File: src/rtl/mem_port_arbiter.sv
// Fetch/data arbiter sharing one single-port synchronous RAM; data wins unless fetch has starved.
// Define ARB_PERF_CNT_EN to add the perf_if_wait / perf_d_wait wait-cycle counters.
module mem_port_arbiter #(
  parameter int ADDR_W     = 10,
  parameter int MAX_STREAK = 4
) (
  input  logic              clk,
  input  logic              clr,
  input  logic              if_req,
  input  logic [31:0]       if_addr,
  output logic              if_gnt,
  output logic              if_rvalid,
  output logic [31:0]       if_rdata,
  input  logic              d_req,
  input  logic              d_we,
  input  logic [3:0]        d_be,
  input  logic [31:0]       d_addr,
  input  logic [31:0]       d_wdata,
  output logic              d_gnt,
  output logic              d_rvalid,
  output logic [31:0]       d_rdata,
  output logic              mem_en,
  output logic              mem_we,
  output logic [3:0]        mem_be,
  output logic [ADDR_W-1:0] mem_addr,
  output logic [31:0]       mem_wdata,
  input  logic [31:0]       mem_rdata
`ifdef ARB_PERF_CNT_EN
  ,
  output logic [31:0]       perf_if_wait,
  output logic [31:0]       perf_d_wait
`endif
);

  localparam int CNT_W = (MAX_STREAK < 1) ? 1 : $clog2(MAX_STREAK + 1);
  localparam logic [CNT_W-1:0] STREAK_MAX = CNT_W'(MAX_STREAK);

  localparam logic [1:0] S_IDLE  = 2'd0;
  localparam logic [1:0] S_IF_RD = 2'd1;
  localparam logic [1:0] S_D_RD  = 2'd2;

  logic [CNT_W-1:0] starve_cnt;
  logic [1:0]       state, state_nxt;
  logic             force_if;
  logic             d_wr;

  // Byte-offset and alias bits never reach the RAM.
  logic unused_addr;
  assign unused_addr = ^{if_addr[31:ADDR_W+2], if_addr[1:0],
                         d_addr[31:ADDR_W+2], d_addr[1:0]};

  // Arbitration: a starved fetch overrides the data port for exactly one grant.
  assign force_if = if_req && (starve_cnt == STREAK_MAX);
  assign if_gnt   = force_if || (if_req && !d_req);
  assign d_gnt    = d_req && !force_if;
  assign d_wr     = d_gnt && d_we;

  always_comb begin
    mem_en    = if_gnt || d_gnt;
    mem_we    = d_wr;
    mem_be    = d_wr ? d_be : 4'b0000;
    mem_wdata = d_wr ? d_wdata : 32'h0;
    mem_addr  = '0;
    if (d_gnt)       mem_addr = d_addr[ADDR_W+1:2];
    else if (if_gnt) mem_addr = if_addr[ADDR_W+1:2];
  end

  always_ff @(posedge clk) begin
    if (clr)
      starve_cnt <= '0;
    else if (if_req && !if_gnt)
      starve_cnt <= (starve_cnt == STREAK_MAX) ? starve_cnt : starve_cnt + CNT_W'(1);
    else
      starve_cnt <= '0;
  end

  // Read-owner tracking: the RAM answers one cycle after a read grant.
  always_comb begin
    state_nxt = S_IDLE;
    if (if_gnt)              state_nxt = S_IF_RD;
    else if (d_gnt && !d_we) state_nxt = S_D_RD;
  end

  always_ff @(posedge clk) begin
    if (clr) state <= S_IDLE;
    else     state <= state_nxt;
  end

  assign if_rvalid = (state == S_IF_RD);
  assign d_rvalid  = (state == S_D_RD);
  assign if_rdata  = mem_rdata;
  assign d_rdata   = mem_rdata;

`ifdef ARB_PERF_CNT_EN
  always_ff @(posedge clk) begin
    if (clr) begin
      perf_if_wait <= 32'h0;
      perf_d_wait  <= 32'h0;
    end else begin
      if (if_req && !if_gnt) perf_if_wait <= perf_if_wait + 32'd1;
      if (d_req && !d_gnt)   perf_d_wait  <= perf_d_wait + 32'd1;
    end
  end
`endif

endmodule
File: config.mk
export PLATFORM = sky130hd
export DESIGN_NAME = mem_port_arbiter
export DESIGN_NICKNAME = d
export VERILOG_FILES = /design/src/rtl/mem_port_arbiter.sv
export SDC_FILE = /design/constraint.sdc
export NUM_CORES = 1
export LEC_CHECK = 0
export ABC_AREA = 1
export BUFFER_PORTS_ARGS = -buffer_cell sky130_fd_sc_hd__buf_2
export CAP_MARGIN = 20
export CORE_AREA = 5 5 94 96
export CTS_CLUSTER_DIAMETER = 120
export DETAILED_ROUTE_END_ITERATION = 16
export DIE_AREA = 0 0 99 101
export GPL_ROUTABILITY_DRIVEN = 0
export GPL_TIMING_DRIVEN = 0
export PLACE_DENSITY = 0.68
export SLEW_MARGIN = 20
export SYNTH_ARGS = -nofsm -noshare
export SYNTH_HDL_FRONTEND = slang
export SYNTH_SLANG_ARGS = --single-unit
File: constraint.sdc
create_clock -name clk -period 1.2 [get_ports clk]
set_input_delay 0.12 -clock clk [delete_from_list [all_inputs] [get_ports clk]]
set_output_delay 0.12 -clock clk [all_outputs]
set_load 0.005 [all_outputs]
==> qor.csv <==
stage,metric,value,unit
critical_path,RR Startpoint,starve_cnt[0],
clock_network,total CTS buffers,3,
grt,Overall Global Routing Usage,8.975,%
clock_network,clk buf depth,2,
cells_and_area,fin cells,517,
synthesis,synth warn,0,
critical_path,CP Launch Point,starve_cnt[0],
clock_network,clock transition at the registers of the reported paths,0.03,ns
sta,Final Hold Vio Count,0,
grt,initial antenna violation count,0,
floorplan,die height,101,um
drt,antenna violation net count after detailed routing,0,
clock_network,cts hold-fix bufs,0,
clock_network,TritonCTS clock tree,yes,
cells_and_area,synth-to-layout area growth,107.6,%
drt,DRT iter0 DRCs,24,
sta,final setup vio count,50,
floorplan,io pins,253,
grt,grt ovf,0,
critical_path,CP max FO,6,
synthesis,flop and latch count out of synthesis,5,
sta,Tmin final,1.601,ns
drt,drt first pass iters,4,
synthesis,Yosys cell types,13,
critical_path,most frequent CP cell,nand3_4,
synthesis,"Seq/Total Area, Yosys",8.040,%
critical_path,worst path bufs/invs,3,
pwr,Lkg Pwr,0.001705,uW
outcome,failing checks,setup timing,
synthesis,syn_area_per_cell,5.685,sq um
clock_network,root buf cell,clkbuf_8,
grt,vias in the first global route,1730,
floorplan,core area,7969,sq um
critical_path,Crit path largest cell delay,0.33,ns
synthesis,Cells after Synth,219,
critical_path,crit end category,output port,
drt,Vias,1857,
sta,Setup Skew,0.0009153,ns
floorplan,Die ar.,9999,sq um
sta,WHS,0.07281,ns
cells_and_area,layout cell share with drive strength beyond 1,73.06,%
clock_network,Clock Latency Late Sink,0.22,ns
drt,drc violations,0,
floorplan,Die X-Extent,99,um
grt,largest net degree at the start of global routing,11,
outcome,status,finished with violations,
sta,Max Freq,0.6246,GHz
sta,Max Slew Vio Count,0,
place,Buffers on Ports,175,
critical_path,worst setup path class,register to output port,
critical_path,CP Cell Sequence,inv_2 -> ha_4 -> nand3_4 -> nand3_4 -> buf_6 -> nor2_2 -> buf_2,
clock_network,clk sinks,5,
grt,grt met1 use,9.155,%
critical_path,crit path DAT,1.48,ns
clock_network,H-tree Lvls,1,
grt,GR peak layer,met2,
critical_path,CP startpoint kind,register,
cells_and_area,# nets final,552,
sta,fin crit share,133.4,%
critical_path,slowest cell on the critical path,dfxtp_2,
pwr,P per Cell Area,461.0,nW/um^2
sta,worst slew pin tran,0.2663,ns
synthesis,syn_nets,358,
worst_hold_path,Hold Crit Class,input pin to register,
sta,Setup TNS Final,-17.22,ns
critical_path,Worst EP required,1.08,ns
worst_hold_path,hold path start,clr,
cells_and_area,most frequent cells in the layout,"buf_2, buf_4, inv_1",
floorplan,# rows,33,
cells_and_area,# diodes,0,
critical_path,Worst path top cell family by delay,simple AND/OR/NAND/NOR gates,
drt,Via-to-Cell Ratio,3.592,
job,max_cap viols,0,
sta,Worst slew margin,82.25,%
grt,met3 Usage GRT,1.799,%
grt,global-route wire length before repair,7.410,mm
cells_and_area,Post-Route Utilization,32.44,%
place,DP Wirelength,4.358,mm
drt,Avg WL per Cell,10.61,um
synthesis,Syn Std Cell Area,1245,sq um
sta,RSZ-0062 raised after global routing,true,
pwr,maximum vdd ir drop,0.3056,mV
pwr,overall power,1192,uW
cells_and_area,"most common cell after layout, fill and taps aside",buf_2,
floorplan,Starting Density,15.62,%
sta,setup ws final,-0.4011,ns
grt,met2 Resource Use GR,17.61,%
place,placed insts,499,
drt,drt total wl,5.484,mm
[state kept, by name, summed over array words and instances, names as in the netlist]
register,flops
starve_cnt,3
state,2
[layer usage]
layer	routed length [um]	vias to the layer above
li1	-	949
met1	1827	788
met2	3014	112
met3	554	8
met4	88	0
met5	0	-
[logic make-up (layout without fill, tap and decap cells)]
kind of cell | Yosys count | after routing | share of synthesized area [%]
buffers and inverters | 119 | 311 | 57.89
DFF | 5 | 5 | 8.041
and+or+nand+nor | 93 | 94 | 32.06
adders and majority gates | 2 | 2 | 2.010
[worst register-to-register path, stage by stage (launching register included)]
cell	delay [ns]
dfxtp_2	0.33
inv_2	0.05
ha_4	0.16
buf_4	0.14
nand2_2	0.09
nand4_1	0.15
nor2_1	0.12
[repair_timing]
| item | in CTS | in global routing |
|---|---|---|
| gates cloned | 4 | 0 |
| endpoints found under the setup margin | 50 | 52 |
| pin swaps | 3 | 3 |
| gates resized for setup | 22 | 35 |
| buffers inserted | 7 | 3 |
[cells in the mapped netlist, drive strengths merged]
cell type,n,area (sq um)
buf,70,535.5
dfxtp,5,100.1
clkbuf,1,5.000
nand2,31,118.9
nand4,1,6.260
inv,48,180.2
nand3,16,105.1
ha,2,25.02
nor2,45,168.9
[stage by stage]
step                      worst slack (ns)  area (sq um)
after floorplan                  -0.008291          1247
after global placement             -0.2758          2255
after detailed placement           -0.3043          2255
after CTS                          -0.4013          2435
after global routing               -0.4696          2585
final                              -0.4011          2585
[final cells by class]
cell class | count | area (sq um)
Multi-Input combinational cell | 96 | 579.3
Tap cell | 105 | 131.4
Clock buffer | 4 | 45.04
Fill cell | 839 | 5384
Buffer | 71 | 540.5
Inverter | 48 | 180.2
Timing Repair Buffer | 188 | 1005
Sequential cell | 5 | 103.9
[where the power goes]
group	switching (uW)	leakage, uW	internal, uW	total, uW
combinational	287	0.00164	418	705
clock	83.8	0.0000228	228	312
sequential	2.42	0.0000421	172	174
total	374	0.00170	818	1190
[final timing paths]
path              endpoint  slack, ns  cells after the start
max          mem_wdata[14]      -0.40                      7
min reg2reg  starve_cnt[2]       0.61                      3
min               state[0]       0.07                      2
max reg2reg  starve_cnt[1]       0.09                      6
(Power assumes the default switching activity.)
